===== config.mk =====
export PLATFORM = sky130hd
export DESIGN_NAME = hazard_control_unit
export DESIGN_NICKNAME = d
export VERILOG_FILES = /design/src/rtl/hazard_pkg.sv /design/src/rtl/hazard_countdown.sv /design/src/rtl/hazard_control_unit.sv
export SDC_FILE = /design/constraint.sdc
export NUM_CORES = 1
export LEC_CHECK = 0
export CAP_MARGIN = 0
export CORE_UTILIZATION = 46
export DETAILED_ROUTE_END_ITERATION = 16
export GPL_TIMING_DRIVEN = 0
export PLACE_DENSITY = 0.87
export RECOVER_POWER = 25
export SYNTH_ARGS = -nofsm -noshare
export SYNTH_HDL_FRONTEND = slang
export SYNTH_HIERARCHICAL = 1
export SYNTH_SLANG_ARGS = --single-unit

===== constraint.sdc =====
create_clock -name clk -period 3.1 [get_ports clk]
set_input_delay 0.31 -clock clk [delete_from_list [all_inputs] [get_ports clk]]
set_output_delay 0.31 -clock clk [all_outputs]
set_load 0.01 [all_outputs]

===== src/rtl/hazard_pkg.sv =====
// Shared types and helpers for the pipeline hazard controller.
package hazard_pkg;

   typedef enum logic {
      ST_RUN       = 1'b0,
      ST_LOAD_WAIT = 1'b1
   } hz_state_t;

   localparam logic [1:0] CAUSE_NONE = 2'b00;
   localparam logic [1:0] CAUSE_LOAD = 2'b01;
   localparam logic [1:0] CAUSE_HILO = 2'b10;
   localparam logic [1:0] CAUSE_BOTH = 2'b11;

   // Counter width able to hold max_value, never narrower than one bit.
   function automatic int unsigned cnt_w(input int unsigned max_value);
      return (max_value < 1) ? 1 : $clog2(max_value + 1);
   endfunction

   function automatic bit params_legal(input int unsigned load_use_stall,
                                       input int unsigned branch_flush_slots,
                                       input int unsigned muldiv_latency);
      return (load_use_stall >= 1) && (load_use_stall <= 4) &&
             (branch_flush_slots >= 1) && (branch_flush_slots <= 3) &&
             (muldiv_latency <= 64);
   endfunction

endpackage


===== src/rtl/hazard_countdown.sv =====
// Loadable down-counter that saturates at zero.
module hazard_countdown
   import hazard_pkg::*;
#(
   parameter int unsigned MAX_VALUE = 1,
   parameter int unsigned W         = cnt_w(MAX_VALUE)
) (
   input  logic         clk,
   input  logic         reset,
   input  logic         load,
   input  logic [W-1:0] load_value,
   output logic [W-1:0] value,
   output logic         zero
);

   always_ff @(posedge clk or posedge reset) begin
      if (reset)              value <= '0;
      else if (load)          value <= load_value;
      else if (value != '0)   value <= value - W'(1);
   end

   assign zero = (value == '0);

endmodule


===== src/rtl/hazard_control_unit.sv =====
// Load-use, HI/LO and branch/jump hazard control for the 5-stage MIPS pipeline.
module hazard_control_unit
   import hazard_pkg::*;
#(
   parameter int unsigned REG_ADDR_W         = 5,
   parameter int unsigned LOAD_USE_STALL     = 1,
   parameter int unsigned BRANCH_FLUSH_SLOTS = 1,
   parameter int unsigned MULDIV_LATENCY     = 32
) (
   input  logic                  clk,
   input  logic                  reset,
   input  logic                  Branch,
   input  logic                  Jump,
   input  logic                  ID_EX_MemRead,
   input  logic [REG_ADDR_W-1:0] ID_EX_Rt_Reg,
   input  logic [REG_ADDR_W-1:0] IF_ID_Rs_Reg,
   input  logic [REG_ADDR_W-1:0] IF_ID_Rt_Reg,
   input  logic                  IF_ID_Uses_Rt,
   input  logic                  ID_EX_MulDiv_Start,
   input  logic                  IF_ID_Reads_HiLo,
   output logic                  Stall,
   output logic                  Flush,
   output logic                  Block_PC_Write,
   output logic                  Block_IF_ID_Write,
   output logic                  MulDiv_Busy,
   output logic [1:0]            Stall_Cause
);

   localparam int unsigned LD_W = cnt_w(LOAD_USE_STALL);
   localparam int unsigned MD_W = cnt_w(MULDIV_LATENCY);
   localparam int unsigned FL_W = cnt_w(BRANCH_FLUSH_SLOTS);

   if (!params_legal(LOAD_USE_STALL, BRANCH_FLUSH_SLOTS, MULDIV_LATENCY)) begin : g_bad_params
      $error("hazard_control_unit: parameter out of legal range");
   end

   hz_state_t       state;
   logic [LD_W-1:0] ld_cnt;
   logic [MD_W-1:0] md_cnt;
   logic [FL_W-1:0] fl_cnt;
   logic            ld_zero, md_zero, fl_zero;
   logic            lu_hit, load_stall, hilo_stall, stall_c, branch_evt;
   logic            unused_cnt;

   // Wrong-path instructions behind a taken branch never raise a load-use stall.
   assign lu_hit = (state == ST_RUN) && fl_zero && ID_EX_MemRead &&
                   (ID_EX_Rt_Reg != '0) &&
                   ((ID_EX_Rt_Reg == IF_ID_Rs_Reg) ||
                    (IF_ID_Uses_Rt && (ID_EX_Rt_Reg == IF_ID_Rt_Reg)));

   assign load_stall = (state == ST_LOAD_WAIT) || lu_hit;
   assign hilo_stall = (MULDIV_LATENCY != 0) && IF_ID_Reads_HiLo &&
                       (!md_zero || ID_EX_MulDiv_Start);
   assign stall_c    = load_stall || hilo_stall;
   assign branch_evt = (Branch || Jump) && !stall_c;
   assign unused_cnt = ^{md_cnt, fl_cnt};

   always_ff @(posedge clk or posedge reset) begin
      if (reset) begin
         state <= ST_RUN;
      end else begin
         case (state)
            ST_RUN:
               if (lu_hit && (LOAD_USE_STALL > 1)) state <= ST_LOAD_WAIT;
            ST_LOAD_WAIT:
               if (ld_zero || (ld_cnt == LD_W'(1))) state <= ST_RUN;
            default:
               state <= ST_RUN;
         endcase
      end
   end

   hazard_countdown #(.MAX_VALUE(LOAD_USE_STALL)) u_ld_cnt (
      .clk        (clk),
      .reset      (reset),
      .load       ((state == ST_RUN) && lu_hit && (LOAD_USE_STALL > 1)),
      .load_value (LD_W'(LOAD_USE_STALL - 1)),
      .value      (ld_cnt),
      .zero       (ld_zero)
   );

   hazard_countdown #(.MAX_VALUE(MULDIV_LATENCY)) u_md_cnt (
      .clk        (clk),
      .reset      (reset),
      .load       (ID_EX_MulDiv_Start && (MULDIV_LATENCY != 0)),
      .load_value (MD_W'(MULDIV_LATENCY)),
      .value      (md_cnt),
      .zero       (md_zero)
   );

   hazard_countdown #(.MAX_VALUE(BRANCH_FLUSH_SLOTS)) u_fl_cnt (
      .clk        (clk),
      .reset      (reset),
      .load       (branch_evt),
      .load_value (FL_W'(BRANCH_FLUSH_SLOTS - 1)),
      .value      (fl_cnt),
      .zero       (fl_zero)
   );

   // Outputs are forced low for the whole time reset is held.
   always_comb begin
      Stall             = 1'b0;
      Flush             = 1'b0;
      MulDiv_Busy       = 1'b0;
      Stall_Cause       = CAUSE_NONE;
      if (!reset) begin
         Stall       = stall_c;
         Flush       = branch_evt || !fl_zero;
         MulDiv_Busy = !md_zero;
         Stall_Cause = (load_stall ? CAUSE_LOAD : CAUSE_NONE) |
                       (hilo_stall ? CAUSE_HILO : CAUSE_NONE);
      end
      Block_PC_Write    = Stall;
      Block_IF_ID_Write = Stall;
   end

endmodule


==> results.py <==
metrics = {
    "status": {
        "status": "complete, no violations",
    },
    "logic_synthesis": {
        "synth_top_area_share_pct": 29.6,
        "number_of_flops_mapped_to_enable_cells_by_yosys": 0,
        "top_post_synthesis_cells_by_area": "sky130_fd_sc_hd__dfrtp_1 30%, sky130_fd_sc_hd__xnor2_1 14%, sky130_fd_sc_hd__nand2_1 4.4%",
        "yosysWarningCount": 6,
        "post_synth_num_cell_types": 36,
        "ys_dominant_reg_cell": "sky130_fd_sc_hd__dfrtp_1",
        "synth.yosys.seq_area_share_pct": 29.6,
        "postSynthAreaPerCell_um2": 8.56,
        "synth-seq-cells": 9,
        "async_set_or_reset_flop_fraction_in_the_synthesized_netlist_pct": 100,
        "yosys.cell_count.top_type": "sky130_fd_sc_hd__xnor2_1",
        "post_synth_inst_count": 89,
        "synthDominantAreaCellType": "sky130_fd_sc_hd__dfrtp_1",
        "ys_top_cells_by_count": "12 x sky130_fd_sc_hd__xnor2_1, 9 x sky130_fd_sc_hd__dfrtp_1, 9 x sky130_fd_sc_hd__nand2_1",
        "syn-cell-area_um2": 762,
    },
    "setup_path": {
        "ff2ff_setup_slack_ns": 1.53,
        "timing.reg2reg.worst_path_depth": 4,
        "worst_setup_path_start_kind": "flip-flop",
        "setup.worst_path.end_class": "output port",
        "crit_type": "flip-flop to output port",
        "regToRegStartpoint": "u_md_cnt/value[0]$_DFFE_PP0P_",
        "worst_ep_required_time_ns": 2.79,
        "worstPathArrival_ns": 2.47,
        "critical_path_peak_fanout": 5,
        "regToRegEndpoint": "u_md_cnt/value[4]$_DFFE_PP0P_",
    },
    "clock_tree": {
        "clkTransAtPathRegs_ns": 0.07,
        "clk_path_buf_depth": 2,
        "ctsHtreeMaxLevel": 1,
        "hold_buffers": 0,
        "post_cts_resized": 0,
        "worst_skew_pair.late_latency_ns": 0.27,
        "tritoncts.num_buffers": 3,
        "cts_sinks": 9,
        "root_buffer": "sky130_fd_sc_hd__clkbuf_4",
        "tritoncts": "yes",
        "cts_setup_buffers": 0,
    },
    "global_routing": {
        "first_global_vias": 730,
        "globalRouteTotalUtil_pct": 22.9,
        "grt_antenna_before_repair": 0,
        "grt_max_degree": 11,
        "grt.overflow.total": 0,
        "global_route_wire_length_before_repair_um": 3150,
    },
    "timing": {
        "timing.final.max_slew_violations": 0,
        "timing.setup.tns_ns": 0,
        "finalHoldViolations": 0,
        "min_period_ns": 2.78,
        "fmax_mhz": 359,
        "grt_setup_unrepaired": "false",
        "finalSetupViolations": 0,
        "largest_clock_skew_in_the_final_design_ns": 0.00310,
        "min_period_over_period_pct": 89.8,
    },
    "routing": {
        "vias_per_cell": 5.12,
        "remaining_antenna_violation_count": 0,
        "drt_first_iter_violations": 13,
        "routed_wl_um": 1810,
        "drt_first_pass_iters": 4,
        "wl_per_cell_um": 12.5,
        "routed-via-count": 743,
        "drc": 0,
    },
    "die": {
        "top_level_ports": 30,
        "rows": 14,
        "die_y_um": 42.7,
        "die_area_mm2": 0.00182,
        "start_util_pct": 50.0,
        "die-width_um": 42.7,
        "core_area_mm2": 0.00152,
    },
    "final_layout": {
        "synth_to_final_area_change_pct": 47.8,
        "layout-drive-gt1-share_pct": 9.30,
        "final_net_count": 155,
        "filler_instances": 117,
        "num_antenna_cells": 0,
    },
    "placed_design": {
        "port_buffers": 29,
        "globalplace.congestion": 0.899,
        "hpwl_um": 1470,
    },
    "run": {
        "timing.max_cap.violations": 0,
    },
    "power": {
        "post-layout-total-power_uw": 388,
        "p_leak_uw": 0.000477,
        "power.density_cell_area_mw_per_mm2": 344,
        "irDropWorstVdd_uv": 323,
    },
    "worst_hold_path": {
        "hp-start": "u_ld_cnt/value$_DFF_PP0_",
        "holdCritPathClass": "flip-flop to flip-flop",
        "number_of_instances_on_the_worst_hold_path": 1,
        "worst_hold_path.endpoint": "state$_DFF_PP0_",
    },
}
-- critical path: stages (launching register included) --
cell	delay (ns)
sky130_fd_sc_hd__dfrtp_1	0.43
sky130_fd_sc_hd__or3_4	0.43
sky130_fd_sc_hd__nor2_2	0.20
sky130_fd_sc_hd__nand2b_1	0.14
sky130_fd_sc_hd__a21oi_4	0.21
sky130_fd_sc_hd__nand2_1	0.08
sky130_fd_sc_hd__o221ai_1	0.15
sky130_fd_sc_hd__clkdlybuf4s50_1	0.56
-- sequential cells by signal (all words and copies together) (netlist names) --
signal and cells:
state 1, u_fl_cnt/value 1, u_ld_cnt/value 1, u_md_cnt/value 6
-- cell families after synthesis --
group                      share of synthesized area (%)
buffers and inverters                               6.40
other                                              0.986
AOI/OAI and AO/OA                                   19.5
adders and majority gates                           3.28
xor gates and xnor gates                            13.8
DFF                                                 29.6
and+or+nand+nor                                     26.4
-- cells in the final DEF (no fill, tap or decap), types with 4 or more instances in the layout --
cell                               n
sky130_fd_sc_hd__clkdlybuf4s50_1  28
sky130_fd_sc_hd__xnor2_1          12
sky130_fd_sc_hd__nand2_1           9
sky130_fd_sc_hd__dfrtp_1           9
sky130_fd_sc_hd__conb_1            9
sky130_fd_sc_hd__inv_1             8
sky130_fd_sc_hd__nor2_1            4
sky130_fd_sc_hd__a21oi_1           4
-- where the power goes --
group	switching, uW	total [uW]	internal [uW]
sequential	15.9	147	131
combinational	64.0	146	81.8
clock	47.2	95.1	47.9
-- per-layer routing --
| layer | vias to the layer above | track usage (%) | wire length [um] |
|---|---|---|---|
| met4 | 0 | 5.63 | 16 |
| met1 | 332 | 28.2 | 767 |
| met5 | - | 0 | 0 |
| met3 | 2 | 8.09 | 159 |
| li1 | 379 | - | - |
| met2 | 30 | 37.9 | 863 |
-- metrics by stage --
stage / std cells / hold slack [ns] / util, % / area, um^2 / setup WS, ns
6_report: 145 / 0.430 / 73.9 / 1130 / 0.316
5_1_grt: 145 / 0.454 / 73.9 / 1130 / 0.152
4_1_cts: 145 / 0.368 / 73.9 / 1130 / 0.289
3_5_place_dp: 141 / 0.421 / 72.1 / 1100 / 0.388
3_3_place_gp: 141 / 0.412 / 72.1 / 1100 / 0.407
2_1_floorplan: 96 / 0.0387 / - / 788 / 1.18
-- worst max path at each step --
| stage | slack (ns) | to | cells after the start | from |
|---|---|---|---|---|
| 6_report | 0.32 | Flush | 7 | u_md_cnt/value[2]$_DFFE_PP0P_ |
| 5_1_grt | 0.15 | Flush | 9 | u_md_cnt/value[0]$_DFFE_PP0P_ |
| 4_1_cts | 0.29 | Flush | 7 | u_md_cnt/value[2]$_DFFE_PP0P_ |
| 3_5_place_dp | 0.39 | Stall | 7 | ID_EX_Rt_Reg[0] |
| 3_3_place_gp | 0.41 | Stall | 7 | ID_EX_Rt_Reg[0] |
| 2_1_floorplan | 1.18 | Block_PC_Write | 6 | u_md_cnt/value[2]$_DFFE_PP0P_ |
-- cell type report --
class / count / area [um^2] / area share, %
Multi-Input combinational cell: 76 / 514 / 45.7
Timing Repair Buffer: 29 / 290 / 25.8
Sequential cell: 9 / 225 / 20.0
Inverter: 8 / 30.0 / 2.67
Clock buffer: 3 / 22.5 / 2.00
Tap cell: 16 / 20.0 / 1.78
Buffer: 3 / 18.8 / 1.67
Clock inverter: 1 / 5.00 / 0.444
(Power assumes the default switching activity.)
